==> config.mk <==
export PLATFORM = sky130hd
export DESIGN_NAME = rvm_mem_arbiter
export DESIGN_NICKNAME = d
export VERILOG_FILES = /design/src/rtl/rvm_mem_arbiter_pkg.sv /design/src/rtl/rvm_mem_arbiter_rr_pick2.sv /design/src/rtl/rvm_mem_arbiter.sv
export SDC_FILE = /design/constraint.sdc
export NUM_CORES = 1
export LEC_CHECK = 0
export BUFFER_PORTS_ARGS = -buffer_cell sky130_fd_sc_hd__buf_4
export CAP_MARGIN = 20
export CORE_AREA = 2 2 108 110
export DETAILED_ROUTE_END_ITERATION = 6
export DIE_AREA = 0 0 110 112
export PLACE_DENSITY_LB_ADDON = 0.25
export SLEW_MARGIN = 20
export SYNTH_ARGS = -nofsm -noshare
export SYNTH_HDL_FRONTEND = slang
export SYNTH_SLANG_ARGS = --single-unit
==> constraint.sdc <==
create_clock -name clk -period 1.4 [get_ports clk]
set_input_delay 0.14 -clock clk [delete_from_list [all_inputs] [get_ports clk]]
set_output_delay 0.14 -clock clk [all_outputs]
set_load 0.1 [all_outputs]
==> src/rtl/rvm_mem_arbiter_pkg.sv <==
// Shared encodings for the fetch/data memory arbiter.
// FSM states and requester (owner) identifiers.
package rvm_mem_arbiter_pkg;

    typedef enum logic [1:0] {
        RVM_ST_IDLE = 2'd0,
        RVM_ST_REQ  = 2'd1,
        RVM_ST_WAIT = 2'd2
    } rvm_state_e;

    localparam logic RVM_OWN_IF = 1'b0;
    localparam logic RVM_OWN_DM = 1'b1;

    function automatic logic rvm_other_owner(input logic own);
        return ~own;
    endfunction

endpackage

==> src/rtl/rvm_mem_arbiter_rr_pick2.sv <==
// Two-way round-robin picker; purely combinational.
// On a tie the requester that was not served last wins.
module rvm_rr_pick2
    import rvm_mem_arbiter_pkg::*;
(
    input  logic i_req_if,
    input  logic i_req_dm,
    input  logic i_last,
    output logic o_owner,
    output logic o_valid
);

    always_comb begin
        o_valid = i_req_if | i_req_dm;
        o_owner = RVM_OWN_IF;
        if (i_req_if && i_req_dm) begin
            o_owner = rvm_other_owner(i_last);
        end else if (i_req_dm) begin
            o_owner = RVM_OWN_DM;
        end
    end

endmodule

==> src/rtl/rvm_mem_arbiter.sv <==
// Arbitrates instruction-fetch and data ports onto one memory port.
// Single outstanding transaction; WAIT is bounded by a timeout.
module rvm_mem_arbiter
    import rvm_mem_arbiter_pkg::*;
#(
    parameter int ADDR_W  = 32,
    parameter int DATA_W  = 32,
    parameter int TIMEOUT = 255
) (
    input  logic                  clk,
    input  logic                  reset,

    input  logic                  if_req,
    input  logic [ADDR_W-1:0]     if_addr,
    output logic                  if_gnt,
    output logic                  if_rvalid,
    output logic [DATA_W-1:0]     if_rdata,
    output logic                  if_error,

    input  logic                  dm_req,
    input  logic                  dm_wen,
    input  logic [DATA_W/8-1:0]   dm_strb,
    input  logic [ADDR_W-1:0]     dm_addr,
    input  logic [DATA_W-1:0]     dm_wdata,
    output logic                  dm_gnt,
    output logic                  dm_rvalid,
    output logic [DATA_W-1:0]     dm_rdata,
    output logic                  dm_error,

    output logic                  mem_req,
    output logic                  mem_wen,
    output logic [DATA_W/8-1:0]   mem_strb,
    output logic [ADDR_W-1:0]     mem_addr,
    output logic [DATA_W-1:0]     mem_wdata,
    input  logic                  mem_gnt,
    input  logic                  mem_rvalid,
    input  logic [DATA_W-1:0]     mem_rdata,
    input  logic                  mem_error
);

    localparam int STRB_W = DATA_W / 8;
    localparam int CNT_W  = (TIMEOUT < 1) ? 1 : $clog2(TIMEOUT + 1);

    rvm_state_e          r_state;
    rvm_state_e          w_state_nxt;
    logic                r_owner;
    logic                r_last;
    logic [ADDR_W-1:0]   r_addr;
    logic                r_wen;
    logic [STRB_W-1:0]   r_strb;
    logic [DATA_W-1:0]   r_wdata;
    logic [CNT_W-1:0]    r_cnt;

    logic                w_pick_owner;
    logic                w_pick_valid;
    logic                w_mem_req;
    logic                w_gnt;
    logic                w_rsp;
    logic                w_rsp_err;
    logic [DATA_W-1:0]   w_rsp_data;
    logic                w_timeout;
    logic                w_own_if;
    logic                w_own_dm;

    rvm_rr_pick2 u_pick (
        .i_req_if (if_req),
        .i_req_dm (dm_req),
        .i_last   (r_last),
        .o_owner  (w_pick_owner),
        .o_valid  (w_pick_valid)
    );

    assign w_timeout = (r_cnt == CNT_W'(TIMEOUT));

    always_comb begin
        w_state_nxt = r_state;
        w_mem_req   = 1'b0;
        w_gnt       = 1'b0;
        w_rsp       = 1'b0;
        w_rsp_err   = 1'b0;
        w_rsp_data  = '0;
        unique case (r_state)
            RVM_ST_IDLE: begin
                if (w_pick_valid) begin
                    w_state_nxt = RVM_ST_REQ;
                end
            end
            RVM_ST_REQ: begin
                w_mem_req = 1'b1;
                if (mem_gnt) begin
                    w_gnt       = 1'b1;
                    w_state_nxt = RVM_ST_WAIT;
                end
            end
            RVM_ST_WAIT: begin
                if (mem_rvalid) begin
                    w_rsp       = 1'b1;
                    w_rsp_data  = mem_rdata;
                    w_rsp_err   = mem_error;
                    w_state_nxt = RVM_ST_IDLE;
                end else if (w_timeout) begin
                    w_rsp       = 1'b1;
                    w_rsp_err   = 1'b1;
                    w_state_nxt = RVM_ST_IDLE;
                end
            end
            default: begin
                w_state_nxt = RVM_ST_IDLE;
            end
        endcase
    end

    always_ff @(posedge clk) begin
        if (reset) begin
            r_state <= RVM_ST_IDLE;
            r_owner <= RVM_OWN_IF;
            r_last  <= RVM_OWN_IF;
            r_addr  <= '0;
            r_wen   <= 1'b0;
            r_strb  <= '0;
            r_wdata <= '0;
            r_cnt   <= '0;
        end else begin
            r_state <= w_state_nxt;
            if (r_state == RVM_ST_IDLE && w_pick_valid) begin
                r_owner <= w_pick_owner;
                if (w_pick_owner == RVM_OWN_DM) begin
                    r_addr  <= dm_addr;
                    r_wen   <= dm_wen;
                    r_strb  <= dm_strb;
                    r_wdata <= dm_wdata;
                end else begin
                    r_addr  <= if_addr;
                    r_wen   <= 1'b0;
                    r_strb  <= {STRB_W{1'b1}};
                    r_wdata <= '0;
                end
            end
            // Counter only advances while waiting; it stops at TIMEOUT.
            if (r_state == RVM_ST_REQ && mem_gnt) begin
                r_last <= r_owner;
                r_cnt  <= '0;
            end else if (r_state == RVM_ST_WAIT && !mem_rvalid && !w_timeout) begin
                r_cnt <= r_cnt + 1'b1;
            end
        end
    end

    assign w_own_if = (r_owner == RVM_OWN_IF) && !reset;
    assign w_own_dm = (r_owner == RVM_OWN_DM) && !reset;

    assign mem_req   = w_mem_req && !reset;
    assign mem_wen   = r_wen;
    assign mem_strb  = r_strb;
    assign mem_addr  = r_addr;
    assign mem_wdata = r_wdata;

    assign if_gnt    = w_gnt && w_own_if;
    assign if_rvalid = w_rsp && w_own_if;
    assign if_error  = w_rsp && w_own_if && w_rsp_err;
    assign if_rdata  = (w_rsp && w_own_if) ? w_rsp_data : '0;

    assign dm_gnt    = w_gnt && w_own_dm;
    assign dm_rvalid = w_rsp && w_own_dm;
    assign dm_error  = w_rsp && w_own_dm && w_rsp_err;
    assign dm_rdata  = (w_rsp && w_own_dm) ? w_rsp_data : '0;

endmodule
==> summary.txt <==
Route
  • Avg WL per Cell: 18.74 um
  • Vias per inst: 4.976
  • Drt pass-1 iters: 5
  • Vias: 4274
  • # DRC: 0
  • Final WL: around 16000 um
  • DR iter-0 viols: ~170
  • ANT nets after route: 0

STA
  • Unrepaired setup endpoints after global routing: true
  • Slew Limit Fails: 0
  • Setup ws final: -422.0 ps
  • Min cycle time layout: around 1800 ps
  • Slew Limit Headroom: between 60% and 70%
  • F_max: roughly 0.55 GHz
  • Fin Hold WS: about 27 ps
  • Clock Skew: between 10 and 15 ps
  • Final hold vios: 0
  • Fin crit share: 130.1%
  • Final setup fails: between 100 and 150
  • Worst Tran Pin Value: around 460 ps

Die
  • DIE HEIGHT: roughly 110 um
  • Rows: 39
  • Ports: 280
  • Initial Util: approximately a third
  • Die Width: 110 um
  • Total die area: 0.01232 mm2
  • Core Area: between 0.01 and 0.015 mm2

Placement
  • Detail Placement HPWL: 9983 um
  • Routability-driven placement congestion ratio: between 0.7 and 0.8
  • Inst Count DP: 816
  • IO buf count: between 200 and 300
  • Worst slack, placed: -186.8 ps

Clocking
  • Clock Latency Late Sink: approximately 330 ps
  • Hold_buf cts: 0
  • Clk buf depth: 2
  • Number of clock buffers inserted by TritonCTS: 9
  • CTS root buffer: clkbuf_16
  • CTS tree: done
  • H-tree depth: 3
  • Clock Sinks: 81
  • Clock-pin slew on the worst setup and hold paths: roughly 60 ps

Synthesis
  • Synthesized area per cell: 9.791 um2
  • Leading area contributor after synthesis: dfxtp_1
  • Ys async rst share: 0%
  • Number of flops mapped to enable cells by yosys: 0
  • Top post-synthesis cells by area: dfxtp_1 42%, and2_1 11%, a211oi_2 9.8%, mux2i_1 8.7%, a22o_1 7.6%
  • Cell count after synthesis: around 400
  • Unique cell type count in the Yosys netlist: 43
  • Post-synthesis sequential area ratio: between 40% and 50%
  • Post-Syn Nets: roughly 530
  • Yosys top cell area share: 42.46%
  • Primary FF master, synth: dfxtp_1
  • Seq cells post-synth: between 80 and 90
  • Synthesized area: between 0.003 and 0.004 mm2
  • Yosys warns: 0

Min path
  • Hold depth: 2
  • Worst Hold Class: in -> reg
  • Min-delay src: dm_wdata[22]
  • End of the worst hold path: mem_wdata[22]

Worst setup path
  • Setup crit start kind: flop
  • R2R depth: 7
  • R2r endpoint: r_cnt[5]
  • Reg2reg start: r_state[1]
  • CP Data Required Time: between 1000 and 1500 ps
  • Worst setup EP type: primary output
  • Crit-path max FO: 16
  • Arrival time worst endpoint: between 1500 and 2000 ps
  • Setup CP Type: reg -> out
  • Reg2Reg Setup Slack: -310 ps

Cells and area
  • N_diodes: 0
  • Layout area overhead: 118.2%
  • Most common cell after layout, fill and taps aside: buf_4
  • Share of layout cells above drive strength 1: between 60% and 70%
  • Leading cell types in the layout, fill and taps excluded: 239 x buf_4, 78 x buf_12, 76 x dfxtp_1, 64 x and2_4, 44 x nor2_1
  • Non-filler cells, final: roughly 860
  • Layout Nets: approximately 850

Global route
  • Total gr overflow: 0
  • Initial antenna violation count: 0
  • Pin count of the biggest net entering global routing: 34
  • Gr usage total: 25.16%
  • Vias in the first global route: about 4500
  • Global-route wire length before repair: about 24000 um

Run status
  • Failing checks: setup timing
  • Outcome: finished, violations left

Power
  • Max VDD drop: about 0.00098 V
  • Total power: 8.506 mW
  • Pleak: 3.782 nW
  • Pwr dens: a little over 1000 mW/mm2

Flow run
  • Max-Cap Viols: 0
[kinds of logic (layout without fill, tap and decap cells)]
kind of cell | after synthesis | count (layout) | synth area share (%)
DFF | 81 | 81 | 42.46
muxes | 33 | 33 | 8.650
buffers and inverters | 31 | 356 | 4.063
AOI/OAI and AO/OA | 83 | 83 | 20.74
adders and majority gates | 1 | 1 | 0.3276
and+or+nand+nor | 158 | 159 | 23.07
xor gates and xnor gates | 3 | 3 | 0.6882
[stage by stage]
step                setup TNS [ps]  utilization, %  cell area (um2)
floorplan                    -5467               -             4125
global placement            -22750           58.49             6536
detailed placement          -14600           58.54             6541
CTS                         -24250           73.71             8237
global route                -34560           74.57             8333
finish                      -27940           74.57             8333
[per-layer routing]
layer	up-vias	share of wire (%)	track usage [%]
met4	0	2.6	9.030
met5	-	0	0
met3	26	8.7	8.431
li1	2025	-	-
met2	195	51	44.54
met1	2028	37	27.42
[critical path, stage by stage (launching register included)]
cell,delay [ps]
dfxtp_4,360
nor2_4,150
nand3_4,110
nor2_4,200
buf_12,180
and2_4,180
buf_12,170
[power by group]
part / internal, mW / switching (mW)
clock network: 1.62 / 0.924
registers: 2.51 / 0.129
logic: 1.13 / 2.20
[registers in the layout, indices dropped and copies added (netlist names)]
| register | count |
|---|---|
| mem_addr | 32 |
| mem_wdata | 32 |
| r_cnt | 8 |
| mem_strb | 4 |
| r_state | 2 |
| mem_wen | 1 |
| r_last | 1 |
| r_owner | 1 |
[worst max-delay path by stage]
stage,start,end,slack [ps],cells past startpoint
finish,r_state[0],if_rdata[9],-420,6
detailed placement,r_state[1],dm_rdata[13],-190,6
CTS,r_cnt[1],if_error,-390,6
floorplan,r_state[1],dm_gnt,-780,4
global placement,r_state[0],mem_wdata[2],-370,4
global route,r_state[0],if_rdata[9],-480,6
[area by class of cell]
cell class / instances / area, um2
multi-input combinational: 279 / 2425
inverter: 1 / 3.754
fill: 693 / 2841
tap: 143 / 178.9
sequential: 81 / 1630
clock buffer: 10 / 239.0
clock inverter: 6 / 90.09
timing repair buffer: 339 / 3766
[repair_timing]
action                                  in CTS  in global routing
cloned                                       9                  4
resized for setup                          253                 18
endpoints found under the setup margin     137                115
pin swaps                                   20                 52
buffers inserted                            14                  4
[Yosys cell counts (2+ instances only)]
library cell	count
buf_1	3
and2_1	65
and3_1	2
clkbuf_1	9
nor3_1	7
nor2_2	3
o21ai_0	2
nand2_1	6
buf_2	13
nand3_1	4
mux2i_1	33
nand4_1	2
dfxtp_1	81
a22o_1	33
a211oi_1	4
buf_4	4
a21oi_1	8
nand2b_1	2
a211oi_2	30
nand3b_1	2
nor2_1	54
xnor2_1	2
(Power assumes the default switching activity.)
